--- config.mk ---
export PLATFORM = sky130hd
export DESIGN_NAME = tug_of_war_core
export DESIGN_NICKNAME = d
export VERILOG_FILES = /design/src/rtl/tug_pkg.sv /design/src/rtl/tug_of_war_core_press_edge.sv /design/src/rtl/tug_of_war_core.sv
export SDC_FILE = /design/constraint.sdc
export NUM_CORES = 1
export LEC_CHECK = 0
export CORE_MARGIN = 3
export CORE_UTILIZATION = 45
export DETAILED_ROUTE_END_ITERATION = 7
export PLACE_DENSITY = 0.66
export SYNTH_ARGS = -nofsm -noshare
export SYNTH_HDL_FRONTEND = slang
export SYNTH_HIERARCHICAL = 1
export SYNTH_SLANG_ARGS = --single-unit
--- constraint.sdc ---
create_clock -name clk -period 3.5 [get_ports clk]
set_input_delay 0.7 -clock clk [delete_from_list [all_inputs] [get_ports clk]]
set_output_delay 0.7 -clock clk [all_outputs]
set_load 0.005 [all_outputs]
--- src/rtl/tug_pkg.sv ---
// Shared types and constants for the tug-of-war core: winner/state encodings
// and the computer-player LFSR constants.
package tug_pkg;

  typedef enum logic [1:0] {
    NONE  = 2'd0,
    LEFT  = 2'd1,
    RIGHT = 2'd2
  } winner_t;

  typedef enum logic [1:0] {
    PLAY       = 2'd0,
    HOLD       = 2'd1,
    MATCH_OVER = 2'd2
  } state_t;

  // x^10 + x^7 + 1: feedback from bits 9 and 6 of a left-shifting register
  localparam logic [9:0] LFSR_SEED = 10'h001;
  localparam logic [9:0] LFSR_TAPS = 10'h240;

endpackage

--- src/rtl/tug_of_war_core_press_edge.sv ---
// Rising-edge detector for one synchronised key level; a key already held
// when reset is released is not reported until it is released and pressed again.
module press_edge
  import tug_pkg::*;
(
  input  logic clk,
  input  logic reset,
  input  logic i_level,
  output logic o_pulse
);

  logic r_q;
  logic r_armed;

  // Level history plus a one-shot arm flag that masks the first cycle after reset
  always_ff @(posedge clk or negedge reset) begin
    if (!reset) begin
      r_q     <= 1'b0;
      r_armed <= 1'b0;
    end else begin
      r_q     <= i_level;
      r_armed <= 1'b1;
    end
  end

  assign o_pulse = i_level & ~r_q & r_armed;

endmodule

--- src/rtl/tug_of_war_core.sv ---
// Tug-of-war game core: rope position, round detection, scores and match winner.
// Optional macro COMPUTER_PLAYER_EN replaces the right key with an LFSR-driven player.
module tug_of_war_core
  import tug_pkg::*;
#(
`ifdef COMPUTER_PLAYER_EN
  parameter int CPU_DIV     = 5000000,
`endif
  parameter int NUM_LIGHTS  = 9,
  parameter int WIN_ROUNDS  = 7,
  parameter int HOLD_CYCLES = 50000000,
  parameter int SCORE_W     = $clog2(WIN_ROUNDS + 1)
) (
  input  logic                  clk,
  input  logic                  reset,
  input  logic                  press_l,
  input  logic                  press_r,
  input  logic                  new_game,
`ifdef COMPUTER_PLAYER_EN
  input  logic [3:0]            cpu_level,
`endif
  output logic [NUM_LIGHTS-1:0] lights,
  output logic [SCORE_W-1:0]    score_l,
  output logic [SCORE_W-1:0]    score_r,
  output logic [1:0]            round_winner,
  output logic                  match_over,
  output logic [1:0]            match_winner
);

  localparam int PW = $clog2(NUM_LIGHTS);
  localparam int HW = $clog2(HOLD_CYCLES + 1);
  localparam logic [PW-1:0]      POS_LAST   = PW'(NUM_LIGHTS - 1);
  localparam logic [PW-1:0]      POS_CENTER = PW'((NUM_LIGHTS - 1) / 2);
  localparam logic [HW-1:0]      HOLD_LAST  = HW'(HOLD_CYCLES - 1);
  localparam logic [SCORE_W-1:0] SCORE_MAX  = SCORE_W'(WIN_ROUNDS);
  localparam logic [NUM_LIGHTS-1:0] LIGHT_ONE = NUM_LIGHTS'(1);

  logic w_ev_l;
  logic w_edge_r;
  logic w_ev_r;

  press_edge u_edge_l (.clk(clk), .reset(reset), .i_level(press_l), .o_pulse(w_ev_l));
  press_edge u_edge_r (.clk(clk), .reset(reset), .i_level(press_r), .o_pulse(w_edge_r));

`ifdef COMPUTER_PLAYER_EN
  localparam int DW = (CPU_DIV > 1) ? $clog2(CPU_DIV) : 1;
  logic [DW-1:0] r_div;
  logic [9:0]    r_lfsr;
  logic          w_wrap;

  assign w_wrap = (r_div == DW'(CPU_DIV - 1));

  // Prescaler and LFSR pacing the computer's attempts to press
  always_ff @(posedge clk or negedge reset) begin
    if (!reset) begin
      r_div  <= '0;
      r_lfsr <= LFSR_SEED;
    end else if (w_wrap) begin
      r_div  <= '0;
      r_lfsr <= {r_lfsr[8:0], ^(r_lfsr & LFSR_TAPS)};
    end else begin
      r_div  <= r_div + DW'(1);
      r_lfsr <= r_lfsr;
    end
  end

  assign w_ev_r = w_wrap & (r_lfsr[3:0] < cpu_level);
`else
  assign w_ev_r = w_edge_r;
`endif

  state_t                r_state,   w_state_nx;
  logic [PW-1:0]         r_pos,     w_pos_nx;
  logic [NUM_LIGHTS-1:0] r_lights,  w_lights_nx;
  logic [SCORE_W-1:0]    r_score_l, w_score_l_nx;
  logic [SCORE_W-1:0]    r_score_r, w_score_r_nx;
  winner_t               r_rwin,    w_rwin_nx;
  winner_t               r_mwin,    w_mwin_nx;
  logic                  r_mover,   w_mover_nx;
  logic [HW-1:0]         r_hold,    w_hold_nx;

  // Next-state: new_game has priority; PLAY moves the rope, HOLD freezes, MATCH_OVER latches
  always_comb begin
    w_state_nx   = r_state;
    w_pos_nx     = r_pos;
    w_score_l_nx = r_score_l;
    w_score_r_nx = r_score_r;
    w_rwin_nx    = r_rwin;
    w_mwin_nx    = r_mwin;
    w_mover_nx   = r_mover;
    w_hold_nx    = r_hold;
    if (new_game) begin
      w_state_nx   = PLAY;
      w_pos_nx     = POS_CENTER;
      w_score_l_nx = '0;
      w_score_r_nx = '0;
      w_rwin_nx    = NONE;
      w_mwin_nx    = NONE;
      w_mover_nx   = 1'b0;
      w_hold_nx    = '0;
    end else begin
      case (r_state)
        PLAY: begin
          if (w_ev_l && !w_ev_r) begin
            if (r_pos == POS_LAST) begin
              w_score_l_nx = (r_score_l == SCORE_MAX) ? r_score_l : r_score_l + SCORE_W'(1);
              w_rwin_nx    = LEFT;
              w_hold_nx    = '0;
              if (w_score_l_nx == SCORE_MAX) begin
                w_state_nx = MATCH_OVER;
                w_mwin_nx  = LEFT;
                w_mover_nx = 1'b1;
              end else begin
                w_state_nx = HOLD;
              end
            end else begin
              w_pos_nx = r_pos + PW'(1);
            end
          end else if (w_ev_r && !w_ev_l) begin
            if (r_pos == '0) begin
              w_score_r_nx = (r_score_r == SCORE_MAX) ? r_score_r : r_score_r + SCORE_W'(1);
              w_rwin_nx    = RIGHT;
              w_hold_nx    = '0;
              if (w_score_r_nx == SCORE_MAX) begin
                w_state_nx = MATCH_OVER;
                w_mwin_nx  = RIGHT;
                w_mover_nx = 1'b1;
              end else begin
                w_state_nx = HOLD;
              end
            end else begin
              w_pos_nx = r_pos - PW'(1);
            end
          end else begin
            w_pos_nx = r_pos;
          end
        end
        HOLD: begin
          if (r_hold == HOLD_LAST) begin
            w_state_nx = PLAY;
            w_pos_nx   = POS_CENTER;
            w_rwin_nx  = NONE;
            w_hold_nx  = '0;
          end else begin
            w_hold_nx = r_hold + HW'(1);
          end
        end
        MATCH_OVER: begin
          w_state_nx = MATCH_OVER;
        end
        default: begin
          w_state_nx = PLAY;
          w_pos_nx   = POS_CENTER;
        end
      endcase
    end
    w_lights_nx = LIGHT_ONE << w_pos_nx;
  end

  // Game state registers
  always_ff @(posedge clk or negedge reset) begin
    if (!reset) begin
      r_state   <= PLAY;
      r_pos     <= POS_CENTER;
      r_lights  <= LIGHT_ONE << POS_CENTER;
      r_score_l <= '0;
      r_score_r <= '0;
      r_rwin    <= NONE;
      r_mwin    <= NONE;
      r_mover   <= 1'b0;
      r_hold    <= '0;
    end else begin
      r_state   <= w_state_nx;
      r_pos     <= w_pos_nx;
      r_lights  <= w_lights_nx;
      r_score_l <= w_score_l_nx;
      r_score_r <= w_score_r_nx;
      r_rwin    <= w_rwin_nx;
      r_mwin    <= w_mwin_nx;
      r_mover   <= w_mover_nx;
      r_hold    <= w_hold_nx;
    end
  end

  assign lights       = r_lights;
  assign score_l      = r_score_l;
  assign score_r      = r_score_r;
  assign round_winner = r_rwin;
  assign match_over   = r_mover;
  assign match_winner = r_mwin;

endmodule

==> flow_metrics.py, run 1 <==
metrics = {
    "die": {
        "die_w_um": 90.06,
        "core_area_um2": 6832,
        "dieArea_um2": 8110,
        "ioPinCount": 25,
        "dieHeight_um": 90.06,
        "rows": 30,
        "start_util": 0.4654,
    },
    "outcome": {
        "status": "complete, no violations",
    },
    "power_and_ir_drop": {
        "power_per_cell_area_nw_per_um2": 314.2,
        "p_clk_frac": 0.307,
        "intPower_mw": 0.8516,
        "seq_power_share": 0.592,
        "p_leak_nw": 1.417,
        "p_sw_mw": 0.2861,
        "ir_worst_vdd_mv": 0.1706,
        "sw_frac_of_total": 0.2515,
        "comb_power_share": 0.101,
    },
    "synth": {
        "ys_async_sr_fraction": 1.000,
        "syn_inst": 341,
        "yosysSeqAreaShare": 0.4416,
        "syn_avg_cell_area_um2": 9.323,
        "synth_edf_count": 0,
        "syn-num-nets": 351,
        "synth.distinct_cells": 59,
        "syn_area_um2": 3179,
        "synth-seq-cells": 56,
        "ys_warn_count": 6,
        "synth_ff_type": "dfrtp_1",
    },
    "run": {
        "maxCapViolCount": 0,
    },
    "grt": {
        "grt_max_degree": 38,
        "track_usage": 0.1838,
        "antenna_found_initial": 0,
        "grt_pass1_wl_um": 12520,
        "grt_overflow": 0,
        "grt_pass1_vias": 2591,
    },
    "setup_path": {
        "crit_path_start": "press_l",
        "r2r_start": "r_pos[0]$_DFF_PN0_",
        "required_ns": 3.66,
        "ff2ff_path_depth": 7,
        "rrSetupSlack_ns": 0.67,
        "arrival_ns": 3.33,
        "start_kind": "input pin",
        "crit_path_max_fanout": 11,
        "path_class": "in2reg",
        "critPathCaptureType": "flip-flop",
        "endpoint": "lights[8]$_DFF_PN0_",
        "regToRegEndpoint": "lights[8]$_DFF_PN0_",
    },
    "detailed_routing": {
        "wl_per_cell_um": 15.44,
        "drtIter0Drc": 210,
        "postRouteAntennaNets": 0,
        "drcViolationCount": 0,
        "dr.pass1.iters": 4,
        "wl_um": 7117,
        "vias": 2706,
        "routed_via_density": 5.870,
    },
    "cts": {
        "hold_buffers": 0,
        "postCtsSetupRepairBufs": 0,
        "clk_latency_ns": 0.31,
        "root_buffer": "clkbuf_8",
        "cts.sinks": 56,
        "htree_levels": 2,
        "cts_buffer_depth": 2,
        "cts.clk_slew.worst_paths_ns": 0.10,
        "cts_buffers": 5,
        "cts_tree": "done",
        "cts_resized": 0,
    },
    "sta": {
        "rsz0062_at_grt": "no",
        "setup_viol": 0,
        "slew_viol_final": 0,
        "tns_ns": 0,
        "fin_hold_ws_ns": 0.4628,
        "min_period_ns": 3.175,
        "timing.fmax_mhz": 315.0,
        "relSlewSlack": 0.3833,
        "tightest_slew_ns": 0.9166,
        "timing.final.crit_share": 0.9071,
        "final_hold_viol_count": 0,
        "clock_skew_ns": 0.01233,
        "setup_ws_ns": 0.3252,
    },
    "final_layout": {
        "stdcell_count": 461,
        "final_common_cell": "dfrtp_1",
        "final_cell_mix": "dfrtp_1, nor2_1, a21oi_1, clkdlybuf4s50_1, nand2_1",
        "drive_above_1_share": 0.08219,
        "n_fill_cell": 658,
        "area_growth_pct": 13.89,
        "nets": 374,
        "seqCellArea_um2": 1404,
        "diodes": 0,
        "multi_input_area_um2": 1649,
    },
    "place": {
        "dp.cells": 453,
        "hpwlAfterDp_um": 5033,
        "place.gp.congestion": 0.8271,
        "post-place-ws_ns": 0.02083,
        "port_buffers": 24,
    },
    "worst_hold_path": {
        "hp-class": "in2async",
    },
}
## cell type report
| cell class | instances | share of cell area |
|---|---|---|
| clock buffer | 6 | 0.02004 |
| inverter | 14 | 0.01451 |
| multi-input combinational | 253 | 0.4554 |
| tap | 96 | 0.03317 |
| timing repair buffer | 34 | 0.08569 |
| sequential | 56 | 0.3877 |
| clock inverter | 2 | 0.003455 |
## routing by layer
metal	track usage	vias to the layer above	wire, um
li1	-	1310	-
met1	0.2706	1315	3385
met2	0.2707	68	3242
met3	0.03013	13	324
met4	0.07015	0	164
met5	0	-	0
## kinds of logic after synthesis
| kind of cell | synth area share |
|---|---|
| xor+xnor | 0.03857 |
| buf+inv | 0.03974 |
| compound gates | 0.1885 |
| other cells | 0.002362 |
| simple gates | 0.2562 |
| mux | 0.01338 |
| flops | 0.4416 |
| fa+ha+maj | 0.01968 |
## critical path: stages
cell             delay [ns]
clkdlybuf4s50_1        0.42
and3b_1                0.29
or3b_2                 0.50
o32ai_1                0.16
mux2_2                 0.40
or2_2                  0.34
a2111oi_0              0.52
## metrics by stage
stage	instance area (um^2)	power, mW	utilization
floorplan	3179	0.7464	-
global placement	3536	0.8001	0.5176
detailed placement	3536	0.8016	0.5176
CTS	3621	1.151	0.5300
global route	3621	1.192	0.5300
finish	3621	1.138	0.5300
## flip-flops by register name (all words and copies together), names as in the netlist
signal            count
r_hold               26
lights                9
r_pos                 4
score_l               3
score_r               3
match_winner          2
r_state               2
round_winner          2
match_over            1
u_edge_l/r_armed      1
u_edge_l/r_q          1
u_edge_r/r_armed      1
u_edge_r/r_q          1
## power groups by stage
stage	logic (mW)	clock network (mW)	registers (mW)
2_1_floorplan	0.0638	0	0.683
4_1_cts	0.116	0.361	0.673
5_1_grt	0.129	0.388	0.675
6_report	0.115	0.350	0.673
3_3_place_gp	0.114	0	0.686
3_5_place_dp	0.116	0	0.686
## cells in the mapped netlist, types with 9 or more instances
master | number | area share
a211oi_1 | 11 | 0.026
a21oi_1 | 23 | 0.036
clkbuf_1 | 12 | 0.014
dfrtp_1 | 54 | 0.43
inv_1 | 14 | 0.017
nand2_1 | 20 | 0.024
nand3_1 | 11 | 0.017
nor2_1 | 27 | 0.032
nor4_1 | 9 | 0.018
o21ai_0 | 13 | 0.020
xnor2_1 | 11 | 0.030
## worst min-delay path by stage
| stage | endpoint | slack (ns) | start | cells past startpoint |
|---|---|---|---|---|
| 2_1_floorplan | lights[0]$_DFF_PN0_ | 0.40 | reset | 0 |
| 3_3_place_gp | match_winner[1]$_DFFE_PN0P_ | 0.49 | match_winner[1]$_DFFE_PN0P_ | 1 |
| 3_5_place_dp | match_winner[1]$_DFFE_PN0P_ | 0.49 | match_winner[1]$_DFFE_PN0P_ | 1 |
| 4_1_cts | r_hold[20]$_DFFE_PN0P_ | 0.49 | reset | 1 |
| 5_1_grt | r_hold[21]$_DFFE_PN0P_ | 0.53 | reset | 1 |
| 6_report | r_hold[21]$_DFFE_PN0P_ | 0.46 | reset | 1 |
(Power assumes the default switching activity.)
==> run 2, diff against run 1 <==
Settings changed: CELL_PAD_IN_SITES_DETAIL_PLACEMENT set to 1, CELL_PAD_IN_SITES_GLOBAL_PLACEMENT set to 2, CORE_ASPECT_RATIO set to 0.7, CORE_UTILIZATION 45 to 37, PLACE_DENSITY 0.66 to 0.82.
==> run 2 against run 1 <==
Compared with the run above: worst hold slack better by 0.026 ns; clock power up 48%; global-route usage up 0.71 points; count of clock-buffer cells in the layout up 2; clock skew down 0.0058 ns; combinational power up 6%; core utilization down 7.2 points; sequential cell count unchanged; routed wire length up 24%; cell area up 2.5%; register-to-register slack about the same; sequential share of layout area down 0.94 points.
==> flow_metrics.py, run 2 (synthesis gave the netlist of run 1 again) <==
metrics = {
    "detailed_routing": {
        "drcViolationCount": 0,
        "drtIter0Drc": 142,
        "wl_um": 8819,
        "postRouteAntennaNets": 0,
        "vias": 2750,
        "routed_via_density": 5.864,
        "wl_per_cell_um": 18.80,
        "dr.pass1.iters": 4,
    },
    "sta": {
        "timing.fmax_mhz": 320.8,
        "timing.final.crit_share": 0.8907,
        "setup_ws_ns": 0.3824,
        "tightest_slew_ns": 1.090,
        "tns_ns": 0,
        "clock_skew_ns": 0.006524,
        "relSlewSlack": 0.2733,
        "setup_viol": 0,
        "rsz0062_at_grt": "no",
        "slew_viol_final": 0,
        "final_hold_viol_count": 0,
        "min_period_ns": 3.118,
    },
    "grt": {
        "grt_pass1_wl_um": 14890,
        "grt_pass1_vias": 2730,
        "grt_overflow": 0,
        "track_usage": 0.1909,
        "antenna_found_initial": 0,
        "grt_max_degree": 47,
    },
    "cts": {
        "cts_buffers": 5,
        "clk_latency_ns": 0.30,
        "hold_buffers": 0,
        "cts.sinks": 56,
        "cts.clk_slew.worst_paths_ns": 0.07,
        "htree_levels": 2,
        "cts_tree": "done",
        "root_buffer": "clkbuf_16",
        "postCtsSetupRepairBufs": 0,
        "cts_buffer_depth": 2,
        "cts_resized": 0,
    },
    "die": {
        "dieArea_um2": 9759,
        "start_util": 0.3921,
        "dieHeight_um": 83.56,
        "rows": 27,
        "die_w_um": 116.8,
        "core_area_um2": 8108,
        "ioPinCount": 25,
    },
    "setup_path": {
        "critPathCaptureType": "flip-flop",
        "arrival_ns": 3.27,
        "crit_family": "simple AND/OR/NAND/NOR gates",
        "required_ns": 3.65,
        "critPathSlowestCell": "clkdlybuf4s50_1",
        "cpPeakStageDelay_ns": 0.48,
        "crit_buf_inv": 1,
        "start_kind": "input pin",
        "path_class": "in2reg",
        "crit_path_max_fanout": 5,
        "cp_cell_sequence": "clkdlybuf4s50_1, and3b_1, or3b_2, o32ai_1, mux2_2, or2_2, a2111oi_0",
    },
    "power_and_ir_drop": {
        "p_leak_nw": 1.462,
        "ir_worst_vdd_mv": 0.2299,
        "power_per_cell_area_nw_per_um2": 353.7,
    },
    "worst_hold_path": {
        "hp-class": "reg2reg",
    },
    "run": {
        "maxCapViolCount": 0,
    },
    "final_layout": {
        "regMostFlops": "r_hold",
        "area_growth_pct": 16.73,
        "diodes": 0,
        "drive_above_1_share": 0.08696,
        "nets": 377,
        "largest_reg_flops": 26,
        "final_cell_mix": "dfrtp_1, nor2_1, a21oi_1, clkdlybuf4s50_1, nand2_1",
        "final_common_cell": "dfrtp_1",
    },
    "place": {
        "port_buffers": 24,
        "place.gp.congestion": 0.7753,
        "hpwlAfterDp_um": 6374,
        "post-place-ws_ns": 0.1463,
    },
    "outcome": {
        "status": "complete, no violations",
    },
}
-- run 2: cell types whose count changed in the layout (fill, tap and decap cells not counted), sizes merged --
cell | previous run | this run
buf | 11 | 14
clkbuf | 6 | 8
clkinv | 1 | 0
clkinvlp | 1 | 0
-- run 2: worst paths after layout --
path / from / to / slack (ns) / depth (start not counted)
hold reg to reg: match_winner[1]$_DFFE_PN0P_ / match_winner[1]$_DFFE_PN0P_ / 0.49 / 1
setup / recovery: press_r / lights[0]$_DFF_PN0_ / 0.38 / 7
setup reg to reg: r_pos[0]$_DFF_PN0_ / lights[0]$_DFF_PN0_ / 0.67 / 7
min in group asynchronous: reset / r_hold[22]$_DFFE_PN0P_ / 0.59 / 1
max in group asynchronous: reset / round_winner[0]$_DFFE_PN0P_ / 2.17 / 2
hold / removal: match_winner[1]$_DFFE_PN0P_ / match_winner[1]$_DFFE_PN0P_ / 0.49 / 1
-- run 2: per-layer routing --
layer  vias to the layer above  GRT usage  part of all wire
li1                       1323          -                 -
met1                      1384     0.3165              0.57
met2                        36     0.2483              0.39
met3                         7    0.03768             0.031
met4                         0    0.04063            0.0084
met5                         -          0                 0
-- run 2: metrics by stage --
step	util	power [mW]	hold slack [ns]	instance area, um^2	cells
after CTS	0.4577	1.325	0.4922	3711	469
after global routing	0.4577	1.376	0.5309	3711	469
after global placement	0.4397	0.8057	0.4734	3565	461
final	0.4577	1.313	0.4883	3711	469
after floorplan	-	0.7464	0.4044	3179	341
after detailed placement	0.4397	0.8091	0.4763	3565	461
-- run 2: report_power, final --
group	total (mW)	internal, mW	switching (mW)
registers	0.673	0.662	0.0110
logic	0.122	0.0503	0.0721
clock network	0.517	0.287	0.230
-- run 2: layout make-up --
type	instances	area [um^2]
fill	954	4397
multi-input combinational	253	1649
sequential	56	1404
timing repair buffer	37	332.8
clock buffer	8	146.4
tap	101	126.4
inverter	14	52.55
